File: src/rtl/mdu_pkg.sv
// Shared encodings for the iterative multiply/divide unit.
package mdu_pkg;

    localparam logic [2:0] OP_NOP   = 3'b000;
    localparam logic [2:0] OP_MULT  = 3'b001;
    localparam logic [2:0] OP_MULTU = 3'b010;
    localparam logic [2:0] OP_DIV   = 3'b011;
    localparam logic [2:0] OP_DIVU  = 3'b100;
    localparam logic [2:0] OP_MTHI  = 3'b101;
    localparam logic [2:0] OP_MTLO  = 3'b110;

    typedef enum logic [1:0] {
        ST_IDLE,
        ST_MUL,
        ST_DIV,
        ST_FIX
    } state_e;

endpackage

File: src/rtl/mdu_cond_neg.sv
// Combinational conditional two's-complement negation.
module mdu_cond_neg #(
    parameter int unsigned W = 32
) (
    input  logic         neg,
    input  logic [W-1:0] din,
    output logic [W-1:0] dout_c
);

    assign dout_c = neg ? (~din + W'(1)) : din;

endmodule

File: src/rtl/mul_div_unit.sv
// Iterative shift-add multiplier / restoring divider with HI/LO result registers.
module mul_div_unit
    import mdu_pkg::*;
#(
    parameter int unsigned WIDTH = 32,
    parameter int unsigned CNT_W = $clog2(WIDTH + 1)
) (
    input  logic             clock,
    input  logic             reset_n,
    input  logic             start,
    input  logic [2:0]       op,
    input  logic [WIDTH-1:0] rs,
    input  logic [WIDTH-1:0] rt,
    output logic             busy,
    output logic             done,
    output logic             div_by_zero,
    output logic [WIDTH-1:0] hi,
    output logic [WIDTH-1:0] lo
);

    localparam int unsigned W2 = 2 * WIDTH;

    state_e           state_q, state_d;
    logic [CNT_W-1:0] cnt_q, cnt_d;
    logic [W2-1:0]    acc_q, acc_d;
    logic [WIDTH-1:0] b_q, b_d;
    logic             neg_lo_q, neg_lo_d;
    logic             neg_hi_q, neg_hi_d;
    logic             is_div_q, is_div_d;
    logic             dz_q, dz_d;
    logic [WIDTH-1:0] hi_q, hi_d;
    logic [WIDTH-1:0] lo_q, lo_d;
    logic             busy_q, busy_d;
    logic             done_q, done_d;
    logic             dbz_q, dbz_d;

    logic             signed_op_c;
    logic [WIDTH-1:0] abs_a_c, abs_b_c;
    logic [W2-1:0]    fix_full_c;
    logic [WIDTH-1:0] fix_rem_c;
    logic [WIDTH:0]   mul_sum_c;
    logic [WIDTH:0]   div_shift_c;
    logic [WIDTH:0]   div_diff_c;
    logic             q_bit_c;
    logic [WIDTH-1:0] rem_new_c;

    assign signed_op_c = (op == OP_MULT) || (op == OP_DIV);

    mdu_cond_neg #(.W(WIDTH)) u_abs_a (
        .neg    (signed_op_c & rs[WIDTH-1]),
        .din    (rs),
        .dout_c (abs_a_c)
    );

    mdu_cond_neg #(.W(WIDTH)) u_abs_b (
        .neg    (signed_op_c & rt[WIDTH-1]),
        .din    (rt),
        .dout_c (abs_b_c)
    );

    // Full-width fix serves the product; its low half is also the negated quotient.
    mdu_cond_neg #(.W(W2)) u_fix_full (
        .neg    (neg_lo_q),
        .din    (acc_q),
        .dout_c (fix_full_c)
    );

    mdu_cond_neg #(.W(WIDTH)) u_fix_rem (
        .neg    (neg_hi_q),
        .din    (acc_q[W2-1:WIDTH]),
        .dout_c (fix_rem_c)
    );

    // Datapath step terms: acc = {upper, lower}; lower holds multiplier/quotient bits.
    assign mul_sum_c   = {1'b0, acc_q[W2-1:WIDTH]} + (acc_q[0] ? {1'b0, b_q} : {(WIDTH+1){1'b0}});
    assign div_shift_c = acc_q[W2-1:WIDTH-1];
    assign div_diff_c  = div_shift_c - {1'b0, b_q};
    assign q_bit_c     = (div_shift_c >= {1'b0, b_q});
    assign rem_new_c   = q_bit_c ? div_diff_c[WIDTH-1:0] : div_shift_c[WIDTH-1:0];

    always_comb begin
        state_d  = state_q;
        cnt_d    = cnt_q;
        acc_d    = acc_q;
        b_d      = b_q;
        neg_lo_d = neg_lo_q;
        neg_hi_d = neg_hi_q;
        is_div_d = is_div_q;
        dz_d     = dz_q;
        hi_d     = hi_q;
        lo_d     = lo_q;
        busy_d   = busy_q;
        done_d   = 1'b0;
        dbz_d    = 1'b0;

        case (state_q)
            ST_IDLE: begin
                if (start) begin
                    case (op)
                        OP_MULT, OP_MULTU, OP_DIV, OP_DIVU: begin
                            acc_d    = {{WIDTH{1'b0}}, abs_a_c};
                            b_d      = abs_b_c;
                            is_div_d = (op == OP_DIV) || (op == OP_DIVU);
                            neg_lo_d = signed_op_c & (rs[WIDTH-1] ^ rt[WIDTH-1]);
                            neg_hi_d = signed_op_c & rs[WIDTH-1] & is_div_d;
                            dz_d     = is_div_d && (rt == '0);
                            cnt_d    = CNT_W'(WIDTH);
                            busy_d   = 1'b1;
                            state_d  = is_div_d ? ST_DIV : ST_MUL;
                        end
                        OP_MTHI: hi_d = rs;
                        OP_MTLO: lo_d = rs;
                        default: ;
                    endcase
                end
            end
            ST_MUL: begin
                acc_d = {mul_sum_c, acc_q[WIDTH-1:1]};
                cnt_d = cnt_q - CNT_W'(1);
                if (cnt_q == CNT_W'(1)) state_d = ST_FIX;
            end
            ST_DIV: begin
                acc_d = {rem_new_c, acc_q[WIDTH-2:0], q_bit_c};
                cnt_d = cnt_q - CNT_W'(1);
                if (cnt_q == CNT_W'(1)) state_d = ST_FIX;
            end
            ST_FIX: begin
                if (is_div_q) begin
                    lo_d  = dz_q ? {WIDTH{1'b1}} : fix_full_c[WIDTH-1:0];
                    hi_d  = fix_rem_c;
                    dbz_d = dz_q;
                end else begin
                    {hi_d, lo_d} = fix_full_c;
                end
                done_d  = 1'b1;
                busy_d  = 1'b0;
                state_d = ST_IDLE;
            end
            default: state_d = ST_IDLE;
        endcase
    end

    always_ff @(posedge clock or negedge reset_n) begin
        if (!reset_n) begin
            state_q  <= ST_IDLE;
            cnt_q    <= '0;
            acc_q    <= '0;
            b_q      <= '0;
            neg_lo_q <= 1'b0;
            neg_hi_q <= 1'b0;
            is_div_q <= 1'b0;
            dz_q     <= 1'b0;
            hi_q     <= '0;
            lo_q     <= '0;
            busy_q   <= 1'b0;
            done_q   <= 1'b0;
            dbz_q    <= 1'b0;
        end else begin
            state_q  <= state_d;
            cnt_q    <= cnt_d;
            acc_q    <= acc_d;
            b_q      <= b_d;
            neg_lo_q <= neg_lo_d;
            neg_hi_q <= neg_hi_d;
            is_div_q <= is_div_d;
            dz_q     <= dz_d;
            hi_q     <= hi_d;
            lo_q     <= lo_d;
            busy_q   <= busy_d;
            done_q   <= done_d;
            dbz_q    <= dbz_d;
        end
    end

    assign busy        = busy_q;
    assign done        = done_q;
    assign div_by_zero = dbz_q;
    assign hi          = hi_q;
    assign lo          = lo_q;

endmodule

File: config.mk
export PLATFORM = sky130hd
export DESIGN_NAME = mul_div_unit
export DESIGN_NICKNAME = d
export VERILOG_FILES = /design/src/rtl/mdu_pkg.sv /design/src/rtl/mdu_cond_neg.sv /design/src/rtl/mul_div_unit.sv
export SDC_FILE = /design/constraint.sdc
export NUM_CORES = 1
export LEC_CHECK = 0
export ABC_CLOCK_PERIOD_IN_PS = 3400
export CAP_MARGIN = 25
export CORE_UTILIZATION = 54
export DETAILED_ROUTE_END_ITERATION = 8
export PLACE_DENSITY = 0.79
export SETUP_SLACK_MARGIN = 0.3
export SYNTH_ARGS = -nofsm -noshare
export SYNTH_HDL_FRONTEND = slang
export SYNTH_SLANG_ARGS = --single-unit
export TNS_END_PERCENT = 10
File: constraint.sdc
create_clock -name clock -period 3.4 [get_ports clock]
set_input_delay 0.34 -clock clock [delete_from_list [all_inputs] [get_ports clock]]
set_output_delay 0.34 -clock clock [all_outputs]
set_load 0.01 [all_outputs]
==> results of run 1 <==
cell usage in the layout (no fill, tap or decap), types with 20 or more instances in the layout:
| cell | instances |
|---|---|
| nor2_1 | 189 |
| buf_4 | 188 |
| nand2_1 | 179 |
| dfrtp_1 | 174 |
| o21ai_0 | 145 |
| a21oi_1 | 137 |
| clkdlybuf4s50_1 | 135 |
| xnor2_1 | 108 |
| ha_1 | 62 |
| inv_1 | 61 |
| xor2_1 | 60 |
| o31ai_1 | 50 |
| mux2i_1 | 42 |
| a21o_1 | 40 |
| o22ai_1 | 33 |
| a221oi_1 | 30 |
| nand3_1 | 27 |
| nor3_1 | 26 |
| a22oi_1 | 20 |
final timing paths:
path / from / to / cells past startpoint
setup / recovery: acc_q[12] / hi[13] / 9
hold / removal: reset_n / lo[26] / 2
setup reg to reg: acc_q[12] / hi[13] / 9
hold reg to reg: b_q[14] / b_q[14] / 2
max in group asynchronous: reset_n / acc_q[36] / 3
min in group clock: b_q[14] / b_q[14] / 2
worst max-delay path: cells and delay by family (launching register included):
kind	cells	cell delay (ps)
AOI/OAI and AO/OA	1	100
muxes	1	230
and+or+nand+nor	6	2370
xor gates and xnor gates	1	70
DFF	1	380
state kept, by name, indices dropped and copies added (netlist names):
signal,count
lo,32
dz_q,1
done,1
neg_lo_q,1
acc_q,64
div_by_zero,1
hi,32
busy,1
is_div_q,1
b_q,32
neg_hi_q,1
cnt_q,6
state_q,2
cell type report:
cell class / instances / area, um2
Tap cell: 335 / 419
Clock buffer: 18 / 429
Sequential cell: 175 / 4380
Clock inverter: 14 / 170
Timing Repair Buffer: 335 / 2960
Fill cell: 2094 / 7770
Inverter: 64 / 240
Multi-Input combinational cell: 1478 / 9980
per-layer routing:
metal / up-vias / share of wire, % / track usage [%]
met4: 0 / 4.6 / 16.3
met2: 895 / 47 / 60.2
li1: 7142 / - / -
met5: - / 0 / 0
met3: 166 / 8.6 / 5.63
met1: 7316 / 39 / 46.3
stage by stage:
step           setup TNS, ps  total power [mW]  cells  cell area [um2]  worst slack, ps
6_report                   0              19.9   2419            18600              117
2_1_floorplan              0              12.0   1836            14700              201
3_3_place_gp            -213              16.5   2364            17400            -91.9
4_1_cts                    0              19.2   2412            18300              178
3_5_place_dp           -68.7              16.8   2364            17400            -41.1
5_1_grt                    0              21.1   2419            18600             55.3
what timing repair did:
action | in CTS | in global routing
gates resized for setup | 48 | 44
buffers inserted | 15 | 7
hold endpoints to repair | 58 | 0
pin swaps | 25 | 23
hold buffers | 1 | 0
endpoints found under the setup margin | 52 | 62
cells by family after synthesis:
logic type	share of synthesized area (%)
XOR/XNOR	10.2
multiplexers	3.13
buffers and inverters	4.88
AO/OA/AOI/OAI	26.8
AND/OR/NAND/NOR	18.5
flip-flops	29.9
adder cells (fa/ha/maj)	6.59
where the power goes:
part           switching (mW)  internal [mW]  leakage (nW)
combinational            7.85           6.00          5.67
sequential              0.846           3.05          2.15
clock                   0.999           1.12         0.287
==> results.md, run 1 <==
- Vias in the first global route: 14800
- Mean Syn Cell Area: 7.98 um2
- Cells after Synth: 1836
- Initial detailed-routing violation count: 1555
- Register area share after synthesis: 29.9%
- Worst Path Required: 3720 ps
- Status: finished, final reports clean
- Worst-Margin Slew: 925 ps
- Minimum clock period: 3280 ps
- Final core area utilization: 70.5%
- Max frequency: 305 MHz
- Top FF cell, synth: dfrtp_1
- Hold Slack: 421 ps
- Max cap viols: 0
- Yosys top cell area share: 29.9%
- Critical path arrival: 3600 ps
- Unrepaired setup endpoints after global routing: true
- Worst slew margin: 38.3%
- Port Buffers: 136
- Leakage power total: 8.10 nW
- EDFF count, synth: 0
- Detailed-route wire length per cell: 20.8 um
- Worst path slowest cell: or4b_4
- GRT Resource Usage Total: 36.2%
- Final WL: 50300 um
- CTS tree: done
- Asr flop ratio synth: 100%
- Dpl hpwl: 36700 um
- P per Cell Area: 1070 nW/um2
- Cell mode on critical path: or4_4
- Crit path cell chain: or4_4 -> or4b_4 -> or4_4 -> or2_4 -> and2_4 -> nor2b_4 -> xnor2_2 -> mux2i_1 -> a21oi_1
- Slowest cell delay on critical path: 600 ps
- Area growth syn-to-layout: 26.8%
- Worst Hold Class: in -> async
- Most frequent cell after synthesis: nor2_1
- Area leader, netlist: dfrtp_1
- Layout cell share with drive strength beyond 1: 15.5%
- Clk buf depth: 2
- Post-synth top cells: nor2_1, nand2_1, dfrtp_1
- #FFs+latches synth: 175
- Worst-skew pair later-pin latency: 450 ps
- Die area: 27800 um2
- Die extent in x: 167 um
- DR vias: 15500
- Syn Std Cell Area: 14700 um2
- Hold Vio Cnt, Final: 0
- Worst-path clk slew: 80 ps
- Die Y-Extent: 167 um
- Global route overflow: 0
- I/O pin count: 137
- First-pass GRT wire length: 79600 um
- Max IR drop VDD: 0.550 mV
- ANT cells: 0
- Largest net degree at the start of global routing: 83
- Core Rows: 59
- DRC: 0
- Clock sink count: 175
- Crit share post-route: 96.6%
- Routed Antenna Nets: 0
- Root Driver: clkbuf_16
- Final GP Congestion: 1.01
- Yosys warns: 0
- Kind of end point of the critical path: flip-flop
- Setup CP Type: reg -> reg
- Synth area leaders: dfrtp_1, xnor2_1, ha_1, o21ai_0, nor2_1
- Core footprint: 26400 um2
- Final setup vio count: 0
- Max Clock Skew: 19.8 ps
- Max Transition Viols Final: 0
- R2r setup slk: 120 ps
- Netlist cell types: 79
- Setup crit start kind: flip-flop
- Worst-path maximum fanout: 6
- Initial antenna violation count: 0
- Net Count, Synth: 1982
- Drt first pass iters: 6
- Layout net count: 2217
- H-tree levels: 4
- Initial core utilization: 55.6%
- Vias/cell: 6.42
- Clock buffer count from CTS: 17
No activity file was read; power rests on OpenSTA's default activity.
==> run 2: changes to the inputs <==
- CAP_MARGIN: 25 -> 30
- SETUP_SLACK_MARGIN: 0.3 -> 0.05
==> results.md, run 2 (same netlist as run 1, synthesis figures left out) <==
- Status: finished with violations
- Failing checks: negative hold slack
- Core footprint: 26400 um2
- Commonest cells after routing, fill and taps aside: nor2_1, buf_4, nand2_1
- Commonest non-fill, non-tap cell in the layout: nor2_1
- Worst-path maximum fanout: 6
- Clock sink count: 175
- P per Cell Area: 1060 nW/um2
- Global route overflow: 0
- Max IR drop VDD: 0.441 mV
- Max cap viols: 0
- Setup crit start kind: flip-flop
- Final setup margin: 41.7 ps
- First-pass GRT wire length: 79400 um
- Layout net count: 2209
- Layout cell share with drive strength beyond 1: 13.1%
- Crit path cell chain: or4_4 -> or4b_4 -> or4_4 -> or2_4 -> and2_4 -> nor2b_2 -> xnor2_1 -> mux2i_1 -> a21oi_1
- Minimum clock period: 3360 ps
- Worst-path clk slew: 80 ps
- Post-placement setup slack: -117 ps
- Final core area utilization: 68.8%
- Clock buffer count from CTS: 17
- Leakage power total: 8.02 nW
- H-tree levels: 4
- Final Power: 19.3 mW
- Dpl hpwl: 38200 um
- Area growth syn-to-layout: 23.8%
- Worst slew margin: 43.3%
- DP Area: 17400 um2
- Max FFs per register: 64
- Initial antenna violation count: 0
- GRT Resource Usage Total: 36.1%
- Die area: 27800 um2
- CTS tree: done
- Initial detailed-routing violation count: 1509
- Die extent in x: 167 um
- Vias in the first global route: 14900
- Final setup vio count: 0
- Kind of end point of the critical path: flip-flop
- Final WL: 50200 um
- Worst path slowest cell: or4_4
- Initial core utilization: 55.6%
- Cell mode on critical path: or4_4
- Largest reg by FF count: acc_q
- Port Buffers: 136
- Routed Antenna Nets: 0
- Slowest cell delay on critical path: 570 ps
- Worst Path Required: 3710 ps
- I/O pin count: 137
- Clk buf depth: 2
- Core Rows: 59
- Worst-Margin Slew: 851 ps
- Crit share post-route: 98.8%
- Setup CP Type: reg -> reg
- Max Transition Viols Final: 0
- Final GP Congestion: 0.949
- DRC: 0
- Vias/cell: 6.39
- Worst Hold Class: in -> async
- Fin area: 18100 um2
- Root Driver: clkbuf_16
- Worst-skew pair later-pin latency: 450 ps
- Hold Slack: -27.8 ps
- ANT cells: 0
- Hold Vio Cnt, Final: 21
- Largest net degree at the start of global routing: 87
- Die Y-Extent: 167 um
- Drt first pass iters: 8
- Critical path arrival: 3670 ps
- Max frequency: 298 MHz
- Unrepaired setup endpoints after global routing: true
- Max Clock Skew: 19.6 ps
- DR vias: 15400
- Detailed-route wire length per cell: 20.8 um
==> run 2: cell count changes in the layout (fill, tap and decap cells not counted), moves of 5 or more <==
cell | before | now
nor2_1 | 189 | 197
ha_1 | 62 | 73
ha_4 | 6 | 0
nor2_2 | 7 | 2
a21oi_1 | 137 | 142
ha_2 | 6 | 1
==> run 2: report_power, final <==
group | switching, mW | internal [mW]
registers | 0.819 | 3.05
logic | 7.72 | 5.71
clock network | 0.998 | 0.977
==> run 2: stage by stage <==
stage | setup TNS (ps) | std cells
finish | 0 | 2410
global route | 0 | 2410
CTS | 0 | 2407
detailed placement | -174 | 2375
global placement | -59.4 | 2375
floorplan | 0 | 1836
==> run 2: worst max-delay path: cells and delay by family, from the launching register on <==
kind	cells	cell delay (ps)
compound gates	1	110
xor+xnor	1	110
flops	1	430
mux	1	260
simple gates	6	2320
==> run 2: final timing paths <==
check	from	endpoint	slack, ps	depth (start not counted)
setup / recovery	acc_q[13]	hi[13]	40	9
max in group asynchronous	reset_n	acc_q[41]	2620	2
hold / removal	reset_n	lo[26]	-30	1
setup reg to reg	acc_q[13]	hi[13]	40	9
hold reg to reg	lo[1]	lo[1]	480	2
min in group clock	lo[1]	lo[1]	480	2
==> run 2: metal layers <==
metal	vias up	share of wire, %	track usage [%]	wire, um
met4	0	5.0	19.4	2530
met3	153	7.8	5.16	3900
li1	7111	-	-	-
met5	-	0	0	0
met2	818	46	59.2	23400
met1	7320	41	46.2	20500
==> run 2: cell type report <==
type | count | area, um2
multi-input combinational | 1478 | 9680
fill | 2205 | 8220
inverter | 64 | 240
sequential | 175 | 4380
tap | 335 | 419
clock buffer | 17 | 425
clock inverter | 14 | 141
timing repair buffer | 327 | 2850
==> run 2: repair_timing <==
item / CTS / global route
buffers inserted: 1 / 3
endpoints found under the setup margin: 8 / 24
pin swaps: 1 / 5
hold endpoints to repair: 0 / 0
hold buffers: 0 / 0
gates resized for setup: 6 / 20
